<file path="config.mk">
export PLATFORM = sky130hd
export DESIGN_NAME = exec_cycle_ctrl
export DESIGN_NICKNAME = d
export VERILOG_FILES = /design/src/rtl/exec_ctrl_pkg.sv /design/src/rtl/exec_ctrl_decode.sv /design/src/rtl/exec_cycle_ctrl.sv
export SDC_FILE = /design/constraint.sdc
export NUM_CORES = 1
export LEC_CHECK = 0
export CAP_MARGIN = 10
export CORE_MARGIN = 8
export CORE_UTILIZATION = 39
export CTS_CLUSTER_DIAMETER = 100
export DETAILED_ROUTE_END_ITERATION = 8
export HOLD_SLACK_MARGIN = 0.02
export PLACE_DENSITY = 0.75
export RECOVER_POWER = 100
export REMOVE_ABC_BUFFERS = 1
export SKIP_CTS_REPAIR_TIMING = 1
export SLEW_MARGIN = 40
export SYNTH_ARGS = -nofsm -noshare
export SYNTH_HDL_FRONTEND = slang
export SYNTH_HIERARCHICAL = 1
export SYNTH_SLANG_ARGS = --single-unit
</file>
<file path="constraint.sdc">
create_clock -name clk -period 2.2 [get_ports clk]
set_input_delay 0.44 -clock clk [delete_from_list [all_inputs] [get_ports clk]]
set_output_delay 0.44 -clock clk [all_outputs]
set_load 0.005 [all_outputs]
</file>
<file path="src/rtl/exec_ctrl_pkg.sv">
// Shared types and constants for the multi-cycle execution controller.
// Optional beq support is selected with EXEC_CTRL_BRANCH_EN.
package exec_ctrl_pkg;

  localparam int unsigned INSTR_W             = 32;
  localparam int unsigned OPCODE_W            = 6;
  localparam int unsigned ALUOP_W             = 2;
  localparam int unsigned STATE_W             = 3;
  localparam int unsigned TIMEOUT_W           = 8;
  localparam int unsigned MEM_TIMEOUT_DEFAULT = 15;

  typedef enum logic [STATE_W-1:0] {
    ST_IDLE   = 3'd0,
    ST_DECODE = 3'd1,
    ST_EXEC   = 3'd2,
    ST_MEM    = 3'd3,
    ST_WB     = 3'd4
  } state_t;

  localparam logic [OPCODE_W-1:0] OP_RTYPE = 6'b000000;
  localparam logic [OPCODE_W-1:0] OP_LW    = 6'b100011;
  localparam logic [OPCODE_W-1:0] OP_SW    = 6'b101011;
  localparam logic [OPCODE_W-1:0] OP_BEQ   = 6'b000100;

  localparam logic [ALUOP_W-1:0] ALUOP_ADD   = 2'b00;
  localparam logic [ALUOP_W-1:0] ALUOP_SUB   = 2'b01;
  localparam logic [ALUOP_W-1:0] ALUOP_FUNCT = 2'b10;

  typedef enum logic [2:0] {
    IC_RTYPE,
    IC_LOAD,
    IC_STORE,
    IC_BRANCH,
    IC_ILLEGAL
  } iclass_t;

  typedef struct packed {
    logic               alu_src;
    logic [ALUOP_W-1:0] alu_op;
    logic               mem_read;
    logic               mem_write;
    logic               reg_write;
    logic               mem_to_reg;
    logic               reg_dst;
  } ctrl_t;

  // Control strobes implied by a state and the class of the held instruction.
  function automatic ctrl_t ctrl_for(input state_t st, input iclass_t ic);
    ctrl_t c;
    c = '0;
    case (st)
      ST_EXEC, ST_MEM: begin
        case (ic)
          IC_LOAD, IC_STORE: begin
            c.alu_src = 1'b1;
            c.alu_op  = ALUOP_ADD;
          end
          IC_RTYPE:  c.alu_op = ALUOP_FUNCT;
          IC_BRANCH: c.alu_op = ALUOP_SUB;
          default:   c.alu_op = ALUOP_ADD;
        endcase
        if (st == ST_MEM) begin
          c.mem_read  = (ic == IC_LOAD);
          c.mem_write = (ic == IC_STORE);
        end
      end
      ST_WB: begin
        c.reg_write  = 1'b1;
        c.mem_to_reg = (ic == IC_LOAD);
        c.reg_dst    = (ic == IC_RTYPE);
      end
      default: c = '0;
    endcase
    return c;
  endfunction

endpackage

</file>
<file path="src/rtl/exec_ctrl_decode.sv">
// Opcode to instruction-class decode; beq is legal only with EXEC_CTRL_BRANCH_EN.
module exec_ctrl_decode
  import exec_ctrl_pkg::*;
(
  input  logic [OPCODE_W-1:0] opcode,
  output iclass_t             iclass_c
);

  always_comb begin
    iclass_c = IC_ILLEGAL;
    case (opcode)
      OP_RTYPE: iclass_c = IC_RTYPE;
      OP_LW:    iclass_c = IC_LOAD;
      OP_SW:    iclass_c = IC_STORE;
`ifdef EXEC_CTRL_BRANCH_EN
      OP_BEQ:   iclass_c = IC_BRANCH;
`else
      OP_BEQ:   iclass_c = IC_ILLEGAL;
`endif
      default:  iclass_c = IC_ILLEGAL;
    endcase
  end

endmodule

</file>
<file path="src/rtl/exec_cycle_ctrl.sv">
// Multi-cycle DECODE/EXEC/MEM/WB sequencer with registered strobes and status pulses.
// Define EXEC_CTRL_BRANCH_EN to support beq; otherwise its opcode is illegal.
module exec_cycle_ctrl
  import exec_ctrl_pkg::*;
#(
  parameter int unsigned MEM_TIMEOUT = MEM_TIMEOUT_DEFAULT
) (
  input  logic               clk,
  input  logic               reset,
  input  logic               instr_valid,
  input  logic [INSTR_W-1:0] instruction,
  output logic               instr_ready,
  input  logic               mem_ready,
  input  logic               zero,
  output logic               ir_write,
  output logic               alu_src,
  output logic [ALUOP_W-1:0] alu_op,
  output logic               mem_read,
  output logic               mem_write,
  output logic               reg_write,
  output logic               mem_to_reg,
  output logic               reg_dst,
  output logic               done,
  output logic               illegal,
  output logic               mem_err,
  output logic               branch_taken,
  output logic [STATE_W-1:0] state
);

  localparam logic [TIMEOUT_W-1:0] TIMEOUT_LIMIT = TIMEOUT_W'(MEM_TIMEOUT);

  state_t                state_q, state_n;
  logic [OPCODE_W-1:0]   op_q, op_n;
  logic [TIMEOUT_W-1:0]  cnt_q, cnt_n, cnt_inc;
  ctrl_t                 ctrl_q, ctrl_n;
  logic                  ready_q, ready_n;
  logic                  done_q, done_n;
  logic                  illegal_q, illegal_n;
  logic                  mem_err_q, mem_err_n;
  logic                  taken_q, taken_n;
  iclass_t               iclass_c;
  logic                  handshake_c;

  // Only the opcode field steers the controller; the rest belongs to the datapath IR.
  logic [INSTR_W-OPCODE_W-1:0] unused_instr;
  assign unused_instr = instruction[INSTR_W-OPCODE_W-1:0];

  exec_ctrl_decode u_decode (
    .opcode   (op_q),
    .iclass_c (iclass_c)
  );

  assign handshake_c = instr_valid & ready_q & reset;
  assign cnt_inc     = cnt_q + TIMEOUT_W'(1);

  always_ff @(posedge clk or negedge reset) begin
    if (!reset) begin
      state_q   <= ST_IDLE;
      op_q      <= '0;
      cnt_q     <= '0;
      ctrl_q    <= '0;
      ready_q   <= 1'b1;
      done_q    <= 1'b0;
      illegal_q <= 1'b0;
      mem_err_q <= 1'b0;
      taken_q   <= 1'b0;
    end else begin
      state_q   <= state_n;
      op_q      <= op_n;
      cnt_q     <= cnt_n;
      ctrl_q    <= ctrl_n;
      ready_q   <= ready_n;
      done_q    <= done_n;
      illegal_q <= illegal_n;
      mem_err_q <= mem_err_n;
      taken_q   <= taken_n;
    end
  end

  // Next state, IR/counter updates, and next-cycle strobes and pulses.
  always_comb begin
    state_n   = state_q;
    op_n      = op_q;
    cnt_n     = cnt_q;
    done_n    = 1'b0;
    illegal_n = 1'b0;
    mem_err_n = 1'b0;
    taken_n   = 1'b0;

    case (state_q)
      ST_IDLE: begin
        if (handshake_c) begin
          op_n    = instruction[INSTR_W-1 -: OPCODE_W];
          state_n = ST_DECODE;
        end
      end
      ST_DECODE: begin
        if (iclass_c == IC_ILLEGAL) begin
          state_n   = ST_IDLE;
          illegal_n = 1'b1;
        end else begin
          state_n = ST_EXEC;
        end
      end
      ST_EXEC: begin
        case (iclass_c)
          IC_LOAD, IC_STORE: begin
            state_n = ST_MEM;
            cnt_n   = '0;
          end
          IC_RTYPE: state_n = ST_WB;
          IC_BRANCH: begin
            state_n = ST_IDLE;
            done_n  = 1'b1;
            taken_n = zero;
          end
          default: state_n = ST_IDLE;
        endcase
      end
      ST_MEM: begin
        // A completing access takes priority over the timeout in the same cycle.
        if (mem_ready) begin
          if (iclass_c == IC_STORE) begin
            state_n = ST_IDLE;
            done_n  = 1'b1;
          end else begin
            state_n = ST_WB;
          end
        end else if (cnt_inc == TIMEOUT_LIMIT) begin
          state_n   = ST_IDLE;
          mem_err_n = 1'b1;
        end else begin
          cnt_n = cnt_inc;
        end
      end
      ST_WB: begin
        state_n = ST_IDLE;
        done_n  = 1'b1;
      end
      default: state_n = ST_IDLE;
    endcase

    ctrl_n  = ctrl_for(state_n, iclass_c);
    ready_n = (state_n == ST_IDLE);
  end

  assign instr_ready = ready_q;
  assign ir_write    = handshake_c;
  assign alu_src     = ctrl_q.alu_src;
  assign alu_op      = ctrl_q.alu_op;
  assign mem_read    = ctrl_q.mem_read;
  assign mem_write   = ctrl_q.mem_write;
  assign reg_write   = ctrl_q.reg_write;
  assign mem_to_reg  = ctrl_q.mem_to_reg;
  assign reg_dst     = ctrl_q.reg_dst;
  assign done        = done_q;
  assign illegal     = illegal_q;
  assign mem_err     = mem_err_q;
  assign state       = state_q;

`ifdef EXEC_CTRL_BRANCH_EN
  assign branch_taken = taken_q;
`else
  logic unused_branch;
  assign unused_branch = taken_q ^ zero;
  assign branch_taken  = 1'b0;
`endif

endmodule

</file>
==> flow_summary.json, run 1 <==
{
  "setup_violations": 0,
  "synth_top_family_by_area": "simple AND/OR/NAND/NOR gates",
  "synth_xor_area_share_pct": 3.142,
  "final_area_mm2": 0.001918,
  "viasPerCell": 5.298,
  "grt_pass1_wl_mm": 5.340,
  "die_h_um": 75.78,
  "antenna_found_initial": 0,
  "switchingPower_w": 0.0003632,
  "vias": 1155,
  "hpwl_mm": 2.390,
  "drive_above_1_share_pct": 22.67,
  "area_growth_pct": 37.61,
  "yosys_warnings": 6,
  "fmax_mhz": 469.2,
  "initial_core_util_pct": 41.12,
  "crit_chain": "clkdlybuf4s50_1 > and3_1 > clkdlybuf4s50_1",
  "relSlewSlack_pct": 52.59,
  "cts_sinks": 29,
  "period_needed_ps": 2131,
  "route.detailed.drc": 0,
  "cts_tree": "built",
  "grt_max_degree": 30,
  "ys_seq_area_share_pct": 52.15,
  "globalplace.congestion": 0.8558,
  "synthMuxAreaShare_pct": 5.655,
  "drv_cap": 0,
  "skew_ps": 14.18,
  "ios": 54,
  "gr-total-overflow": 0,
  "crit_required_ps": 1760,
  "synth_cells": 129,
  "ys_ff_latch": 29,
  "power_density_mw_per_mm2": 762.4,
  "final_util_pct": 56.59,
  "ir_worst_vdd_mv": 0.4472,
  "crit_path_max_fanout": 2,
  "post_drt_wl_per_cell_um": 14.79,
  "swShare_pct": 24.84,
  "tightest_slew_ps": 711.2,
  "p_clk_share_pct": 37.4,
  "clk_pin_slew_ps": 100,
  "seqPwrFrac_pct": 43.8,
  "nFillCells": 275,
  "routed_wl_mm": 3.225,
  "cp-start-kind": "input pin",
  "drtIter0Drc": 57,
  "grt_pass1_vias": 1167,
  "status": "complete, no violations",
  "synthAdderAreaFrac_pct": 1.795,
  "intPower_w": 0.001099,
  "dieArea_mm2": 0.005743,
  "rows": 21,
  "drtPass1Iterations": 4,
  "synth_top_area_cell": "dfrtp_1",
  "largest_register_ff_count": 8,
  "ant_nets": 0,
  "clk_latency_ps": 340,
  "drv_slew": 0,
  "synthSimpleGateAreaFrac_pct": 22.89,
  "synth_compound_area_share_pct": 10.77,
  "crit_type": "in2out",
  "post_dp_cell_area_mm2": 0.001772,
  "htreeDepth": 2,
  "grtUsageTotal_pct": 12.46,
  "slowest_delay_ps": 520,
  "cp.arrival_ps": 1690,
  "synthArstFlopShare_pct": 100.0,
  "synth_top_area_share_pct": 50.27,
  "end_kind": "primary output",
  "largest_register": "cnt_q",
  "ys_types": 41,
  "clockRootBuffer": "clkbuf_4",
  "clock_path_buffers": 2,
  "syn_area_mm2": 0.001394,
  "die_w_um": 75.78,
  "crit_top_cell": "clkdlybuf4s50_1",
  "seq_area_um2": 726.9,
  "min_path_type": "reg2reg",
  "synth_edf_count": 0,
  "multiInputGateArea_um2": 646.9,
  "synth_area_leaders": "dfrtp_1 (50%), mux2_2 (5.7%), nand3_1 (3.6%), nand2b_1 (3.1%), nor2_1 (2.4%)",
  "crit_path_top_delay_cell": "clkdlybuf4s50_1",
  "finalCritPeriodShare_pct": 96.87,
  "netlist_top_cells_count": "dfrtp_1 (28), nand3_1 (10), nor2_1 (9)",
  "synth_most_common_cell": "dfrtp_1",
  "cts_made_buffers": 5,
  "power_leakage_nw": 0.9024,
  "insertedDiodeCount": 0,
  "synth.avg_cell_area_um2": 10.80,
  "power_frac_comb_pct": 18.9,
  "nNetsFinal": 210,
  "ys.flop_type": "dfrtp_1",
  "port-buffer-count": 25,
  "core_mm2": 0.003390,
  "finalHoldViolCount": 0
}
[critical path, delay by kind of cell]
family | cells | cell delay (ps)
buffers and inverters | 2 | 1040
AND/OR/NAND/NOR | 1 | 200
[layout make-up]
type | count | share of cell area (%)
inverter | 5 | 0.9785
multi-input combinational | 91 | 33.72
tap | 46 | 3.001
sequential | 29 | 37.90
timing repair buffer | 39 | 19.05
clock inverter | 3 | 3.392
clock buffer | 5 | 1.957
[layout by cell type (no fill, tap or decap), types with 5 or more instances in the layout]
cell             instances
and3_1                   5
buf_4                   12
clkbuf_4                 5
clkdlybuf4s50_1         10
dfrtp_1                 28
dlygate4sd3_1           15
inv_1                    5
mux2_2                   7
nand2_1                  5
nand2b_1                 7
nand3_1                 10
nor2_1                   9
[power groups by stage]
| stage | sequential [W] | clock, W | combinational [W] |
|---|---|---|---|
| final | 0.000640 | 0.000546 | 0.000276 |
| after global routing | 0.000651 | 0.000579 | 0.000310 |
| after CTS | 0.000636 | 0.000557 | 0.000276 |
| after detailed placement | 0.000647 | 0 | 0.000274 |
| after global placement | 0.000642 | 0 | 0.000263 |
| after floorplan | 0.000648 | 0 | 0.000126 |
[metrics by stage]
| step | setup TNS (ps) | hold WS (ps) | worst slack [ps] | total power (W) | cells |
|---|---|---|---|---|---|
| CTS | -141.1 | 541.7 | -47.26 | 0.001469 | 217 |
| floorplan | -719.6 | 144.4 | -179.9 | 0.0007740 | 125 |
| global route | -0.03619 | 567.3 | -0.03619 | 0.001541 | 218 |
| detailed placement | -2.755 | 519.2 | -2.755 | 0.0009211 | 209 |
| finish | 0 | 530.2 | 68.84 | 0.001462 | 218 |
| global placement | -4.395 | 510.1 | -4.395 | 0.0009051 | 209 |
[routing by layer]
metal,global-route usage (%),share of wire (%)
met5,0,0
met4,8.316,2.9
met3,2.763,5.6
met2,20.15,50
met1,14.39,41
[cells by family after synthesis]
logic type,count (synthesis)
muxes,7
adders and majority gates,2
buffers and inverters,9
and+or+nand+nor,56
DFF,29
xor gates and xnor gates,5
other,1
AOI/OAI and AO/OA,20
[worst paths after layout]
kind,startpoint,slack (ps),end,cells past startpoint
setup / recovery,reset,70,ir_write,3
hold / removal,op_q[5],530,op_q[5],1
setup reg to reg,op_q[1],90,cnt_q[5],5
hold reg to reg,op_q[5],530,op_q[5],1
max in group asynchronous,reset,1040,done,2
min in group asynchronous,reset,700,mem_to_reg,2
Note: power is estimated with default switching activity, not from simulation.
==> inputs of run 2 (changes only) <==
--- a/config.mk
+++ b/config.mk
@@ -5,7 +5,7 @@
 export SDC_FILE = /design/constraint.sdc
 export NUM_CORES = 1
 export LEC_CHECK = 0
-export CAP_MARGIN = 10
+export CAP_MARGIN = 20
 export CORE_MARGIN = 8
 export CORE_UTILIZATION = 39
 export CTS_CLUSTER_DIAMETER = 100
@@ -14,7 +14,6 @@
 export PLACE_DENSITY = 0.75
 export RECOVER_POWER = 100
 export REMOVE_ABC_BUFFERS = 1
-export SKIP_CTS_REPAIR_TIMING = 1
 export SLEW_MARGIN = 40
 export SYNTH_ARGS = -nofsm -noshare
 export SYNTH_HDL_FRONTEND = slang
==> flow_summary.json, run 2 (synthesis results as in run 1) <==
{
  "nNetsFinal": 210,
  "die_h_um": 75.78,
  "swShare_pct": 25.87,
  "cts_sinks": 29,
  "cts_made_buffers": 5,
  "clk_latency_ps": 340,
  "globalplace.congestion": 0.8558,
  "seqPwrFrac_pct": 43.6,
  "grt_max_degree": 30,
  "vias": 1160,
  "antenna_found_initial": 0,
  "routed_wl_mm": 3.302,
  "setup_tns_ps": 0,
  "post_drt_wl_per_cell_um": 15.15,
  "cp.arrival_ps": 2360,
  "relSlewSlack_pct": 53.30,
  "holdWs_ps": 568.7,
  "route.detailed.drc": 0,
  "crit_type": "reg2reg",
  "gr-total-overflow": 0,
  "crit_path_max_fanout": 5,
  "insertedDiodeCount": 0,
  "power_leakage_nw": 0.9078,
  "cts_tree": "built",
  "initial_core_util_pct": 41.12,
  "p_clk_share_pct": 36.7,
  "die_w_um": 75.78,
  "ant_nets": 0,
  "crit_chain": "or4_1 > a211o_1 > or4_4 > and2_4 > a21o_1",
  "drtIter0Drc": 58,
  "end_kind": "flip-flop",
  "layout_common_cells": "dfrtp_1 (28), dlygate4sd3_1 (15), buf_4 (11)",
  "ir_worst_vdd_mv": 0.4484,
  "crit_required_ps": 2420,
  "clockRootBuffer": "clkbuf_4",
  "drv_slew": 0,
  "grt_pass1_vias": 1197,
  "port-buffer-count": 25,
  "rows": 21,
  "clk_pin_slew_ps": 100,
  "dieArea_mm2": 0.005743,
  "slowest_delay_ps": 510,
  "fmax_mhz": 468.3,
  "intPower_w": 0.001106,
  "layout_commonest_cell": "dfrtp_1",
  "setup_violations": 0,
  "finalCritPeriodShare_pct": 97.05,
  "drive_above_1_share_pct": 22.67,
  "core_mm2": 0.003390,
  "switchingPower_w": 0.0003858,
  "skew_ps": 13.54,
  "finalHoldViolCount": 0,
  "cp_top_family": "simple AND/OR/NAND/NOR gates",
  "crit_path_top_delay_cell": "or4_1",
  "power_density_mw_per_mm2": 770.1,
  "area_growth_pct": 38.96,
  "viasPerCell": 5.321,
  "htreeDepth": 2,
  "grtUsageTotal_pct": 12.70,
  "status": "complete, no violations",
  "largest_register": "cnt_q",
  "min_path_type": "reg2reg",
  "clock_path_buffers": 2,
  "ios": 54,
  "grt_pass1_wl_mm": 5.457,
  "power_frac_comb_pct": 19.7,
  "period_needed_ps": 2135,
  "largest_register_ff_count": 8,
  "drtPass1Iterations": 4,
  "hpwl_mm": 2.390,
  "critical_path_buf_inv_count": 0,
  "tightest_slew_ps": 700.5,
  "drv_cap": 0,
  "cp-start-kind": "flip-flop"
}
==> run 2: path summary, 6_finish.rpt <==
| kind | slack (ps) | cells after the start | start | endpoint |
|---|---|---|---|---|
| worst max-delay path | 60 | 5 | op_q[1] | cnt_q[5] |
| worst min-delay path | 570 | 1 | op_q[5] | op_q[5] |
| worst max register to register | 60 | 5 | op_q[1] | cnt_q[5] |
| worst min register to register | 570 | 1 | op_q[5] | op_q[5] |
| max in group asynchronous | 1050 | 2 | reset | done |
| min in group asynchronous | 700 | 2 | reset | mem_to_reg |
==> run 2: metal layers <==
| layer | track usage (%) | wire length, um | vias up |
|---|---|---|---|
| li1 | - | - | 543 |
| met1 | 14.54 | 1324 | 567 |
| met2 | 20.72 | 1687 | 41 |
| met3 | 2.763 | 193 | 9 |
| met4 | 8.529 | 95 | 0 |
| met5 | 0 | 0 | - |
==> run 2: power by group through the flow <==
stage	clock, W	combinational [W]	sequential [W]
after floorplan	0	0.000126	0.000648
after global placement	0	0.000263	0.000642
after detailed placement	0	0.000274	0.000647
after CTS	0.000557	0.000279	0.000638
after global routing	0.000575	0.000325	0.000662
final	0.000547	0.000294	0.000651
==> run 2: through the flow <==
| stage | utilization, % | power (W) | setup slack [ps] | instances | area (um^2) |
|---|---|---|---|---|---|
| final | 57.14 | 0.001492 | 64.84 | 218 | 1937 |
| after global routing | 57.14 | 0.001561 | -1.709 | 218 | 1937 |
| after CTS | 55.78 | 0.001475 | 8.930 | 217 | 1891 |
| after detailed placement | 52.27 | 0.0009211 | -2.755 | 209 | 1772 |
| after global placement | 52.27 | 0.0009051 | -4.395 | 209 | 1772 |
| after floorplan | - | 0.0007740 | -179.9 | 125 | 1366 |
==> run 2: what timing repair did <==
action                     CTS  global route
resized for setup            3             6
setup buffers                0             1
setup endpoints to repair    4            11
hold buffers                 0             0
pin swaps                    2             1
==> run 2: layout make-up <==
cell class | instances | area, um^2
multi-input combinational | 91 | 669.4
fill | 273 | 1453
clock inverter | 3 | 65.06
inverter | 5 | 18.77
timing repair buffer | 39 | 361.6
sequential | 29 | 726.9
clock buffer | 5 | 37.54
tap | 46 | 57.56
